<file path="src/rtl/message_sequencer_pkg.sv">
// Shared constants for UART message blocks: default message geometry and the
// sequencer FSM encoding.
package message_sequencer_pkg;

  localparam int MSG_LEN_DEFAULT = 16;
  localparam int ADDR_W_DEFAULT  = 4;

  localparam logic [1:0] ST_IDLE   = 2'd0;
  localparam logic [1:0] ST_FETCH  = 2'd1;
  localparam logic [1:0] ST_SEND   = 2'd2;
  localparam logic [1:0] ST_FINISH = 2'd3;

endpackage

</file>
<file path="src/rtl/message_sequencer_if.sv">
// Bus between the message sequencer and its peers: the message ROM (addr/data)
// and the UART transmitter (byte/strobe/busy).
interface message_sequencer_if
  import message_sequencer_pkg::*;
#(
  parameter int ADDR_W = ADDR_W_DEFAULT
);

  logic [ADDR_W-1:0] msg_addr;
  logic [7:0]        msg_data;
  logic              tx_busy;
  logic [7:0]        tx_data;
  logic              tx_new_data;

  modport master (
    output msg_addr, tx_data, tx_new_data,
    input  msg_data, tx_busy
  );

  modport slave (
    input  msg_addr, tx_data, tx_new_data,
    output msg_data, tx_busy
  );

endinterface

</file>
<file path="src/rtl/message_sequencer.sv">
// Streams a fixed-length message from an external ROM into a UART transmitter,
// one byte per SEND, optionally repeating; abort or reset drops back to IDLE.
module message_sequencer
  import message_sequencer_pkg::*;
#(
  parameter int MSG_LEN = MSG_LEN_DEFAULT,
  parameter int ADDR_W  = ADDR_W_DEFAULT
) (
  input  logic clk,
  input  logic rst,
  input  logic start,
  input  logic repeat_en,
  input  logic abort,
  output logic busy,
  output logic done,
  message_sequencer_if.master bus
);

  localparam logic [ADDR_W-1:0] LAST_ADDR = ADDR_W'(MSG_LEN - 1);

  logic [1:0]        state, state_nx;
  logic [ADDR_W-1:0] addr, addr_nx;
  logic              strobe_nx, done_nx;
  logic [7:0]        tx_data_q;
  logic              tx_new_data_q, busy_q, done_q;

  always_comb begin
    // NOTE: every combinational output gets a default first so no path
    // through the case leaves it unassigned and infers a latch.
    state_nx  = state;
    addr_nx   = addr;
    strobe_nx = 1'b0;
    done_nx   = 1'b0;

    unique case (state)
      ST_IDLE: begin
        if (start) begin
          addr_nx  = '0;
          state_nx = ST_FETCH;
        end
      end
      // Guard cycle: covers ROM latency and lets the UART raise tx_busy
      // after the previous strobe before the next SEND decision.
      ST_FETCH: state_nx = ST_SEND;
      ST_SEND: begin
        if (!bus.tx_busy) begin
          strobe_nx = 1'b1;
          if (addr == LAST_ADDR) begin
            state_nx = ST_FINISH;
          end else begin
            addr_nx  = addr + ADDR_W'(1);
            state_nx = ST_FETCH;
          end
        end
      end
      ST_FINISH: begin
        if (repeat_en) begin
          addr_nx  = '0;
          state_nx = ST_FETCH;
        end else begin
          done_nx  = 1'b1;
          state_nx = ST_IDLE;
        end
      end
      default: begin
        addr_nx  = '0;
        state_nx = ST_IDLE;
      end
    endcase

    // Abort overrides every state, including a start in IDLE.
    if (abort) begin
      state_nx  = ST_IDLE;
      addr_nx   = '0;
      strobe_nx = 1'b0;
      done_nx   = 1'b0;
    end
  end

  // NOTE: sequential state uses non-blocking assignments so every register
  // samples pre-edge values regardless of statement order.
  always_ff @(posedge clk or negedge rst) begin
    if (!rst) begin
      state         <= ST_IDLE;
      addr          <= '0;
      tx_data_q     <= 8'h00;
      tx_new_data_q <= 1'b0;
      busy_q        <= 1'b0;
      done_q        <= 1'b0;
    end else begin
      state         <= state_nx;
      addr          <= addr_nx;
      tx_new_data_q <= strobe_nx;
      busy_q        <= (state_nx != ST_IDLE);
      done_q        <= done_nx;
      if (strobe_nx) tx_data_q <= bus.msg_data;
    end
  end

  assign bus.msg_addr    = addr;
  assign bus.tx_data     = tx_data_q;
  assign bus.tx_new_data = tx_new_data_q;
  assign busy            = busy_q;
  assign done            = done_q;

endmodule

</file>
<file path="src/flat_wrapper.sv">
// flat-port wrapper written by rule: the top's interface ports become plain ports
module message_sequencer_flat import message_sequencer_pkg::*;
#(
  parameter int MSG_LEN = MSG_LEN_DEFAULT,
  parameter int ADDR_W  = ADDR_W_DEFAULT
)
  (clk, rst, start, repeat_en, abort, busy, done, bus_msg_addr, bus_tx_data, bus_tx_new_data, bus_msg_data, bus_tx_busy);
  message_sequencer_if #(.ADDR_W(ADDR_W)) bus_i ();
  input  logic clk;
  input  logic rst;
  input  logic start;
  input  logic repeat_en;
  input  logic abort;
  output logic busy;
  output logic done;
  output wire logic [$bits(bus_i.msg_addr)-1:0] bus_msg_addr;
  output wire logic [$bits(bus_i.tx_data)-1:0] bus_tx_data;
  output wire logic [$bits(bus_i.tx_new_data)-1:0] bus_tx_new_data;
  input wire logic [$bits(bus_i.msg_data)-1:0] bus_msg_data;
  input wire logic [$bits(bus_i.tx_busy)-1:0] bus_tx_busy;
  assign bus_msg_addr = bus_i.msg_addr;
  assign bus_tx_data = bus_i.tx_data;
  assign bus_tx_new_data = bus_i.tx_new_data;
  assign bus_i.msg_data = bus_msg_data;
  assign bus_i.tx_busy = bus_tx_busy;
  message_sequencer #(.MSG_LEN(MSG_LEN), .ADDR_W(ADDR_W)) u_core (.clk(clk), .rst(rst), .start(start), .repeat_en(repeat_en), .abort(abort), .busy(busy), .done(done), .bus(bus_i));
endmodule
</file>
<file path="config.mk">
export PLATFORM = sky130hd
export DESIGN_NAME = message_sequencer_flat
export DESIGN_NICKNAME = d
export VERILOG_FILES = /design/src/rtl/message_sequencer_pkg.sv /design/src/rtl/message_sequencer_if.sv /design/src/rtl/message_sequencer.sv /design/src/flat_wrapper.sv
export SDC_FILE = /design/constraint.sdc
export NUM_CORES = 1
export LEC_CHECK = 0
export ABC_AREA = 0
export BUFFER_PORTS_ARGS = -buffer_cell sky130_fd_sc_hd__buf_4
export CORE_ASPECT_RATIO = 0.6
export CORE_MARGIN = 2
export CORE_UTILIZATION = 23
export DETAILED_ROUTE_END_ITERATION = 8
export GPL_TIMING_DRIVEN = 0
export SLEW_MARGIN = 10
export SYNTH_ARGS = -nofsm -noshare
export SYNTH_HDL_FRONTEND = slang
export SYNTH_SLANG_ARGS = --single-unit
</file>
<file path="constraint.sdc">
create_clock -name clk -period 1.8 [get_ports clk]
set_input_delay 0.18 -clock clk [delete_from_list [all_inputs] [get_ports clk]]
set_output_delay 0.18 -clock clk [all_outputs]
set_load 0.01 [all_outputs]
</file>
==> flow_metrics.env <==
export IMPL_status="finished, final reports clean"
export IMPL_synth_warnings=0
export IMPL_p_clk_share_pct=27.7
export IMPL_worst_slew_pin_transition_ns=0.287
export IMPL_synthSimpleGateAreaFrac_pct=13.7
export IMPL_synth_xor_area_share_pct=1.17
export IMPL_syn_area_per_cell_um2=13.4
export IMPL_path_cells="ha_1 > a311oi_2 > o21ai_2 > nand3b_2 > mux2_4"
export IMPL_clk_pin_slew_ns=0.06
export IMPL_grt_pass1_vias=516
export IMPL_pwr_share_seq_pct=47.9
export IMPL_synth_compound_area_share_pct=8.00
export IMPL_synth_seq_area_share_pct=56.7
export IMPL_cts_sinks=17
export IMPL_p_switching_mw=0.244
export IMPL_drt_iter0_markers=18
export IMPL_finalPower_mw=0.989
export IMPL_mappedNetlistNets=71
export IMPL_preCtsSetupSlack_ns=0.102
export IMPL_dr_total_vias=537
export IMPL_synth_area_um2=751
export IMPL_final_instance_count_excl_fill=134
export IMPL_cts_made_buffers=3
export IMPL_clk_latency_ns=0.24
export IMPL_p_leak_nw=0.518
export IMPL_fmax_mhz=601
export IMPL_synth_top_family_by_area="multiplexers"
export IMPL_slowest_delay_ns=0.45
export IMPL_crit_path_max_fanout=6
export IMPL_design_die_area_um2=3750
export IMPL_critPathKind="reg2reg"
export IMPL_cts_tree="yes"
export IMPL_ios=29
export IMPL_intPower_mw=0.745
export IMPL_drt_first_pass_iters=3
export IMPL_grt_overflow=0
export IMPL_yosys_cell_types_count=25
export IMPL_r2r_setup_slack_ns=0.14
export IMPL_grtUsageTotal_pct=8.49
export IMPL_portBuffers=28
export IMPL_rsz0062_at_grt="false"
export IMPL_wl_per_cell_um=11.5
export IMPL_hold_ws_ns=0.102
export IMPL_dp_cells=129
export IMPL_cap_viol_max_count=0
export IMPL_start_kind="register"
export IMPL_antenna_left=0
export IMPL_final_nets=105
export IMPL_p_per_area_nw_per_um2=923
export IMPL_design_area_um2=1070
export IMPL_diodes=0
export IMPL_setup_violations=0
export IMPL_relSlewSlack_pct=80.9
export IMPL_worst_slack_ns=0.137
export IMPL_wl_mm=1.54
export IMPL_ys_ff_latch=17
export IMPL_antenna_found_initial=0
export IMPL_worstPathArrival_ns=1.80
export IMPL_core_um2=3180
export IMPL_ys_flop_type="dfrtp_1"
export IMPL_critical_path_top_delay_family="flip-flops"
export IMPL_fin_util_pct=33.7
export IMPL_layout_common_cells="buf_4, dfrtp_1, mux2_2"
export IMPL_drive_above_1_share_pct=55.1
export IMPL_synth_edff_count=0
export IMPL_die_h_um=48.3
export IMPL_slowest_stage="dfrtp_1"
export IMPL_post_cts_buffers=0
export IMPL_critPathRequiredTime_ns=1.93
export IMPL_rows=16
export IMPL_gp_congestion=0.634
export IMPL_synth_fa_ha_area_share_pct=1.67
export IMPL_hp_class="in2reg"
export IMPL_area_delta_synth_final_pct=42.8
export IMPL_final_hold_violation_count=0
export IMPL_dp_hpwl_mm=1.14
export IMPL_grt_pass1_wl_mm=2.37
export IMPL_tns_ns=0
export IMPL_cts_resized=0
export IMPL_synthArstFlopShare_pct=100
export IMPL_combPwrFrac_pct=24.4
export IMPL_cts_root_buf="clkbuf_8"
export IMPL_synth_mux_area_share_pct=15.3
export IMPL_grt_max_degree=18
export IMPL_skew_ns=0.00340
export IMPL_irDropWorstVdd_uv=514
export IMPL_switching_share_pct=24.7
export IMPL_cts_buffer_depth=2
export IMPL_final_common_cell="buf_4"
export IMPL_slew_viol_final=0
export IMPL_ctsHtreeMaxLevel=1
export IMPL_crit_buf_inv=0
export IMPL_finalCriticalPeriod_ns=1.66
export IMPL_post_route_period_util_pct=92.4
export IMPL_vias_per_cell=4.01
export IMPL_drc=0
export IMPL_initial_utilization_pct=23.6
export IMPL_die_x_um=77.8
export IMPL_dpl_instance_area_um2=1020
export IMPL_synthCells=56
export IMPL_endpoint_kind="register"
[cells by family (layout without fill, tap and decap cells)]
kind of cell | count (synthesis) | after routing
flops | 17 | 17
xor+xnor | 1 | 1
mux | 10 | 10
compound gates | 8 | 8
fa+ha+maj | 1 | 1
simple gates | 16 | 16
buf+inv | 3 | 36
[worst register-to-register path, cell delays in order, from the launching register on]
cell and delay (ns):
dfrtp_1 0.45, ha_1 0.27, a311oi_2 0.28, o21ai_2 0.09
nand3b_2 0.15, mux2_4 0.31
[cells in the mapped netlist (2+ instances only)]
cell,instances,share of area (%)
nor3_1,2,1.3
buf_6,2,3.0
dfrtp_1,17,57
nand2_1,3,1.5
nor2_1,3,1.5
a31oi_1,2,1.7
mux2_2,8,12
a21oi_1,2,1.3
[routing by layer]
| layer | share of wire [%] | GRT usage [%] | wire length (µm) |
|---|---|---|---|
| met5 | 0 | 0 | 0 |
| met4 | 0 | 1.07 | 0 |
| met3 | 6.1 | 4.81 | 94 |
| met2 | 44 | 12.8 | 671 |
| met1 | 50 | 11.1 | 775 |
[what timing repair did]
action                                  CTS  global route
endpoints found under the setup margin    0             1
hold buffers                              1             0
hold endpoints to repair                 17             0
[final timing paths]
kind,depth (start not counted),to,from
max,5,u_core.bus.msg_addr[0]$_DFFE_PN0P_,u_core.bus.msg_addr[0]$_DFFE_PN0P_
min,2,u_core.done$_DFF_PN0_,repeat_en
max reg2reg,5,u_core.bus.msg_addr[0]$_DFFE_PN0P_,u_core.bus.msg_addr[0]$_DFFE_PN0P_
min reg2reg,1,u_core.bus.tx_data[7]$_DFFE_PN0P_,u_core.bus.tx_data[7]$_DFFE_PN0P_
max in group asynchronous,2,u_core.state[1]$_DFF_PN0_,rst
min in group asynchronous,2,u_core.bus.tx_data[1]$_DFFE_PN0P_,rst
[state kept, by name (all words and copies together), names as in the netlist]
| register | cells |
|---|---|
| u_core.bus.tx_data | 8 |
| u_core.bus.msg_addr | 4 |
| u_core.state | 2 |
| u_core.bus.tx_new_data | 1 |
| u_core.busy | 1 |
| u_core.done | 1 |
[power groups by stage]
stage	sequential [mW]	combinational, mW	clock, mW
6_report	0.474	0.242	0.274
5_1_grt	0.483	0.268	0.304
4_1_cts	0.475	0.247	0.290
3_5_place_dp	0.481	0.244	0
3_3_place_gp	0.478	0.239	0
2_1_floorplan	0.507	0.0820	0
[area by class of cell]
class                      instances  area (µm²)
buffer                             2        22.5
inverter                           1        3.75
tap                               45        56.3
multi-input combinational         36         299
timing repair buffer              29         220
fill                             324        2110
sequential                        17         425
clock buffer                       4        45.0
Note: power is estimated with default switching activity, not from simulation.
